==> src/rtl/gf2_pkg.sv <==
// Shared types for the binary_matrix GF(2) blocks: FSM state encoding and an
// index-width helper.
package gf2_pkg;

  typedef enum logic [1:0] {
    IDLE = 2'd0,
    BUSY = 2'd1,
    DONE = 2'd2
  } gf2_state_e;

  // Index width for n entries, never below one bit.
  function automatic int gf2_idx_w(input int n);
    return (n > 1) ? $clog2(n) : 1;
  endfunction

endpackage

==> src/rtl/gf2_col_reduce.sv <==
// Combinational GF(2) reduction: XOR of the P columns whose vector bit is set.
module gf2_col_reduce
  import gf2_pkg::*;
#(
  parameter int N = 3,
  parameter int P = 1
) (
  input  logic [P-1:0][N-1:0] cols,
  input  logic [P-1:0]        vbits,
  output logic [N-1:0]        red
);

  always_comb begin
    red = '0;
    for (int p = 0; p < P; p++) begin
      if (vbits[p]) begin
        red = red ^ cols[p];
      end else begin
        red = red;
      end
    end
  end

endmodule

==> src/rtl/gf2_matvec_seq.sv <==
// Sequential GF(2) matrix-vector multiplier, P columns per cycle.
// Optional macro GF2_MATVEC_TRANSPOSE_EN adds the transpose port (computes A^T.v).
module gf2_matvec_seq
  import gf2_pkg::*;
#(
  parameter int N = 3,
  parameter int P = 1
) (
  input  logic                      clk,
  input  logic                      rst,
  input  logic                      a_wr_en,
  input  logic [gf2_idx_w(N)-1:0]   a_wr_col,
  input  logic [N-1:0]              a_wr_data,
  output logic                      a_wr_ready,
  input  logic                      in_valid,
  input  logic [N-1:0]              in_data,
  output logic                      in_ready,
`ifdef GF2_MATVEC_TRANSPOSE_EN
  input  logic                      transpose,
`endif
  output logic                      out_valid,
  output logic [N-1:0]              out_data,
  input  logic                      out_ready
);

  localparam int IDX_W = gf2_idx_w(N);
  localparam int STEPS = N / P;
  localparam int CNT_W = $clog2(STEPS + 1);
  localparam logic [CNT_W-1:0] LAST = CNT_W'(STEPS - 1);

  gf2_state_e               state_q, state_d;
  logic [CNT_W-1:0]         cnt_q, cnt_d;
  logic [N-1:0]             v_q, v_d;
  logic [N-1:0]             acc_q, acc_d;
  logic [N-1:0][N-1:0]      mat_q, mat_d;
`ifdef GF2_MATVEC_TRANSPOSE_EN
  logic                     tr_q, tr_d;
`endif

  logic [P-1:0][N-1:0]      sel_cols;
  logic [P-1:0]             sel_v;
  logic [N-1:0]             red;

  // Column group for this step; in transpose mode a "column" is a stored row.
  always_comb begin
    sel_cols = '0;
    sel_v    = '0;
    for (int p = 0; p < P; p++) begin
      if ((int'(cnt_q) * P + p) < N) begin
        sel_v[p] = v_q[IDX_W'(int'(cnt_q) * P + p)];
`ifdef GF2_MATVEC_TRANSPOSE_EN
        if (tr_q) begin
          for (int j = 0; j < N; j++) begin
            sel_cols[p][j] = mat_q[j][IDX_W'(int'(cnt_q) * P + p)];
          end
        end else begin
          sel_cols[p] = mat_q[IDX_W'(int'(cnt_q) * P + p)];
        end
`else
        sel_cols[p] = mat_q[IDX_W'(int'(cnt_q) * P + p)];
`endif
      end else begin
        sel_cols[p] = '0;
        sel_v[p]    = 1'b0;
      end
    end
  end

  gf2_col_reduce #(.N(N), .P(P)) u_reduce (
    .cols  (sel_cols),
    .vbits (sel_v),
    .red   (red)
  );

  // Matrix writes are dropped while busy and for out-of-range columns.
  always_comb begin
    mat_d = mat_q;
    if (a_wr_en && (state_q != BUSY) && (int'(a_wr_col) < N)) begin
      mat_d[a_wr_col] = a_wr_data;
    end else begin
      mat_d = mat_q;
    end
  end

  always_comb begin
    state_d = state_q;
    cnt_d   = cnt_q;
    v_d     = v_q;
    acc_d   = acc_q;
`ifdef GF2_MATVEC_TRANSPOSE_EN
    tr_d    = tr_q;
`endif
    case (state_q)
      IDLE: begin
        if (in_valid) begin
          v_d     = in_data;
          acc_d   = '0;
          cnt_d   = '0;
          state_d = BUSY;
`ifdef GF2_MATVEC_TRANSPOSE_EN
          tr_d    = transpose;
`endif
        end else begin
          state_d = IDLE;
        end
      end
      BUSY: begin
        acc_d = acc_q ^ red;
        cnt_d = cnt_q + CNT_W'(1);
        if (cnt_q == LAST) begin
          state_d = DONE;
        end else begin
          state_d = BUSY;
        end
      end
      DONE: begin
        if (out_ready) begin
          state_d = IDLE;
        end else begin
          state_d = DONE;
        end
      end
      default: begin
        state_d = IDLE;
      end
    endcase
  end

  always_ff @(posedge clk) begin
    if (rst) begin
      state_q <= IDLE;
      cnt_q   <= '0;
      v_q     <= '0;
      acc_q   <= '0;
      mat_q   <= '0;
`ifdef GF2_MATVEC_TRANSPOSE_EN
      tr_q    <= 1'b0;
`endif
    end else begin
      state_q <= state_d;
      cnt_q   <= cnt_d;
      v_q     <= v_d;
      acc_q   <= acc_d;
      mat_q   <= mat_d;
`ifdef GF2_MATVEC_TRANSPOSE_EN
      tr_q    <= tr_d;
`endif
    end
  end

  assign in_ready   = (state_q == IDLE);
  assign a_wr_ready = (state_q != BUSY);
  assign out_valid  = (state_q == DONE);
  assign out_data   = acc_q;

endmodule

==> config.mk <==
export PLATFORM = sky130hd
export DESIGN_NAME = gf2_matvec_seq
export DESIGN_NICKNAME = d
export VERILOG_FILES = /design/src/rtl/gf2_pkg.sv /design/src/rtl/gf2_col_reduce.sv /design/src/rtl/gf2_matvec_seq.sv
export SDC_FILE = /design/constraint.sdc
export NUM_CORES = 1
export LEC_CHECK = 0
export CORE_ASPECT_RATIO = 1.1
export CORE_UTILIZATION = 35
export CTS_CLUSTER_SIZE = 28
export DETAILED_ROUTE_END_ITERATION = 8
export PLACE_DENSITY_LB_ADDON = 0.2
export REMOVE_ABC_BUFFERS = 1
export SLEW_MARGIN = 25
export SYNTH_ARGS = -nofsm -noshare
export SYNTH_HDL_FRONTEND = slang
export SYNTH_SLANG_ARGS = --single-unit
==> constraint.sdc <==
create_clock -name clk -period 2 [get_ports clk]
set_clock_uncertainty 0.2 [all_clocks]
set_input_delay 0.2 -clock clk [delete_from_list [all_inputs] [get_ports clk]]
set_output_delay 0.2 -clock clk [all_outputs]
set_load 0.05 [all_outputs]
==> run summary <==
In this run the tightest slew margin relative to its limit is 67.1%. Dividing the detail-routed via count by the number of cells gives 4.91. Post-synthesis compound-gate area fraction: 6.08%. For the highest clock rate, the log shows 0.539 GHz. Number of stages on the worst hold path: 2. The peak fanout along the critical path came out at 3.

The critical path buffer and inverter count is 1. The time the worst path needs with I/O delays and setup was 1.86 ns; the sink count of the clock tree was 19. Measured along the y axis, the die boundary spans 56.5 um. Counting every instance in the synthesized netlist gives 99. The area enclosed by the die boundary was 2910 um2. The run gives 0.508 nW as the leakage power.

Across the run, the number of max-cap violations was 0. The region available for standard cell placement spans 2520 um2. For the number of search-and-repair iterations in the first detailed-routing pass, the log shows 3. The tools report the worst hold path endpoint as out_data[2]$_SDFFE_PP0P_. The xor and xnor area share after synthesis is 0%, and the worst IR drop on VDD is 0.365 mV. The worst setup path is launched from a register. The largest net degree at the start of global routing was 14; the fraction of the mapped netlist area in simple logic gates was 25.9%. The commonest cells after synthesis are 20 x sky130_fd_sc_hd__mux2i_1, 19 x sky130_fd_sc_hd__dfxtp_1, 18 x sky130_fd_sc_hd__nor2_1. 19 I/O pins were placed. For this configuration, the core starts out at a cell density of 37.5%.

The path class of the tightest hold or removal check is reg2reg. Power spread over the standard cell area amounts to 606 nW/um2. Mux contribution to synthesized area: 21.2%. The number of distinct standard cells referenced by the synthesized netlist came out at 26.

In the post-synthesis netlist, the cell with the most instances is sky130_fd_sc_hd__mux2i_1. For this design, the CTS-stage hold fixing added 0 buffers. The via count of the first global-routing pass came out at 704. The layout has 264 filler cells. Data on the critical path is required at its endpoint by 1.60 ns. The run gives 19 as the total number of placement rows. The non-filler instance count after layout was 149; the flop-to-flop setup slack was 0.30 ns. Setup repair after global routing left no endpoint under its margin. 0 antenna diodes ended up in the layout.

The logs give 2930 um for the global-route wire length before repair and 731 for the via total after detailed routing. The startpoint identified for the worst hold timing path is out_data[2]$_SDFFE_PP0P_. Walking the worst path, the cells encountered are clkdlybuf4s50_1. The post-CTS setup buffer count is 0. The Yosys step of the flow raised 0 warnings. The share of synthesized flip-flops with an asynchronous set or reset was 0%. STA puts the critical path data arrival time at 1.46 ns.

The later pin in the worst-skew pair is clocked with a latency of 0.29 ns. The run finished with clean final reports. The cell at the root of the clock tree was sky130_fd_sc_hd__clkbuf_4. The tools report the maximum number of buffers from clock root to sink as 2.

Number of antenna-violating nets in the routed design: 0. The number of antenna violations at the first check in global routing was 0. After clock tree synthesis, the repair step resized 0 gates.

The logs give 1680 um for the aggregate routed wire length and 946 um2 for the netlist area before placement. The average instance in the mapped netlist occupies 9.55 um2. After synthesis, the largest area contributor takes up 40.2% of total cell area. In the final layout, the share of cells above drive strength 1 is 16.1%. The commonest register cell after synthesis is sky130_fd_sc_hd__dfxtp_1. STA classifies the critical path endpoint as an output port. The tools report the reg-to-reg critical path startpoint as cnt_q[1]$_SDFFE_PP0P_.

The number of enable-type register cells in the synthesized netlist came out at 0. The H-tree depth was 1. Clock-pin slew was measured on the worst setup and hold paths at 0.10 ns. Dividing the detail-routed wire length by the instance count gives 11.2 um. The run gives 145 as the cell count after placement.

The critical path's largest stage delay came out at 0.81 ns. The cell type group with the largest total delay on the critical path was buffers and inverters. By area the synthesized netlist is led by sky130_fd_sc_hd__dfxtp_1 40%, sky130_fd_sc_hd__mux2i_1 21%, sky130_fd_sc_hd__nor2_1 7.1%. The logs give 0 for the count of pins over their slew limit and 0 for the count of final hold-check violations.

The relative area change from synthesis to final layout works out to 27.0%. TritonCTS built the clock tree. Setup violations remaining at the end of the flow were counted as 0. The die is 51.6 um wide. In this run, synthesis produced a sequential element count of 19.

The combinational family with the most area after synthesis was simple AND/OR/NAND/NOR gates. Half-perimeter wire length of the detailed placement result: 1320 um. The count of buffers added on input and output ports is 18. In this run, the number of DRC markers left after iteration 0 of detailed routing was 5. The worst register-to-register path has a depth of 5.

The global-route usage over all layers was 13.2%. The tools report the capture point of the worst reg-to-reg path as out_data[1]$_SDFFE_PP0P_. Summing the sequential cell areas from Yosys gives 40.2% of the chip area. The startpoint-to-endpoint class of the critical path was reg2out.

Adding up every negative setup slack in the final design gives 0 ns. The actual slew at the worst max-slew pin was 0.492 ns; the final estimated routing congestion in global placement was 0.761. The post-route fraction of the period consumed by the critical path works out to 92.8%. Summed over all instances, the cell type with the most area after synthesis is sky130_fd_sc_hd__dfxtp_1.

The cell with the largest stage delay on the worst path was sky130_fd_sc_hd__clkdlybuf4s50_1. The number of clock buffers added by TritonCTS is 3. After the last flow step, the layout net total stands at 134. Global routing finished with a remaining overflow of 0. The arithmetic-cell share of the synthesized area counting full adders, half adders and majority gates was 2.65%; the DRC violation count after routing was 0.
## area by class of cell
cell class	count	area, um2	share of cell area (%)
Timing Repair Buffer	20	213	17.7
Tap cell	31	38.8	3.23
Inverter	4	15.0	1.25
Multi-Input combinational cell	71	528	44.0
Clock buffer	4	26.3	2.19
Sequential cell	19	380	31.7
## metrics by stage
stage | setup slack [ns] | utilization [%] | cell area [um2] | hold WS (ns) | total power, mW
3_3_place_gp | 0.282 | 46.6 | 1170 | 0.261 | 0.548
5_1_grt | 0.0718 | 47.7 | 1200 | 0.313 | 0.771
3_5_place_dp | 0.272 | 46.6 | 1170 | 0.269 | 0.550
4_1_cts | 0.124 | 47.7 | 1200 | 0.286 | 0.741
6_report | 0.144 | 47.7 | 1200 | 0.280 | 0.728
2_1_floorplan | 0.189 | - | 923 | 0.0691 | 0.487
## cells in the final DEF, fill, tap and decap left out, drive strengths merged, types with 3 or more instances in the layout
| master | instances |
|---|---|
| inv | 4 |
| dfxtp | 19 |
| buf | 5 |
| o21ai | 5 |
| nor2 | 18 |
| or2 | 3 |
| clkbuf | 4 |
| nand2 | 6 |
| mux2i | 20 |
| clkdlybuf4s50 | 15 |
## where the power goes
| group | total, mW | switching (mW) | internal [mW] |
|---|---|---|---|
| Clock | 0.189 | 0.111 | 0.0776 |
| Sequential | 0.405 | 0.0126 | 0.392 |
| Combinational | 0.134 | 0.0655 | 0.0687 |
| Total | 0.728 | 0.189 | 0.539 |
## flip-flops by register name, indices dropped and copies added, names as in the netlist
signal	flops
state_q	2
cnt_q	2
v_q	3
out_data	3
mat_q	9
## how the worst max path moves through the flow
stage	endpoint	from	depth (start not counted)	slack (ns)
floorplan	state_q[1]$_SDFF_PP0_	state_q[1]$_SDFF_PP0_	3	0.19
global placement	mat_q[2]$_SDFFE_PP0P_	a_wr_col[1]	4	0.28
detailed placement	mat_q[0]$_SDFFE_PP0P_	a_wr_col[1]	4	0.27
CTS	out_data[0]	out_data[0]$_SDFFE_PP0P_	1	0.12
global route	out_data[2]	out_data[2]$_SDFFE_PP0P_	1	0.07
finish	out_data[0]	out_data[0]$_SDFFE_PP0P_	1	0.14
## routing by layer
layer  global-route usage [%]  up-vias  wire length, um
li1                         -      378                -
met1                     16.5      338              787
met2                     21.2       11              799
met3                     3.25        4               62
met4                     5.79        0               27
met5                        0        -                0
## kinds of logic (layout without fill, tap and decap cells)
| group | Yosys count | after routing |
|---|---|---|
| and+or+nand+nor | 39 | 39 |
| muxes | 20 | 20 |
| DFF | 19 | 19 |
| AOI/OAI and AO/OA | 10 | 10 |
| buffers and inverters | 9 | 28 |
| adders and majority gates | 2 | 2 |
(Power assumes the default switching activity.)
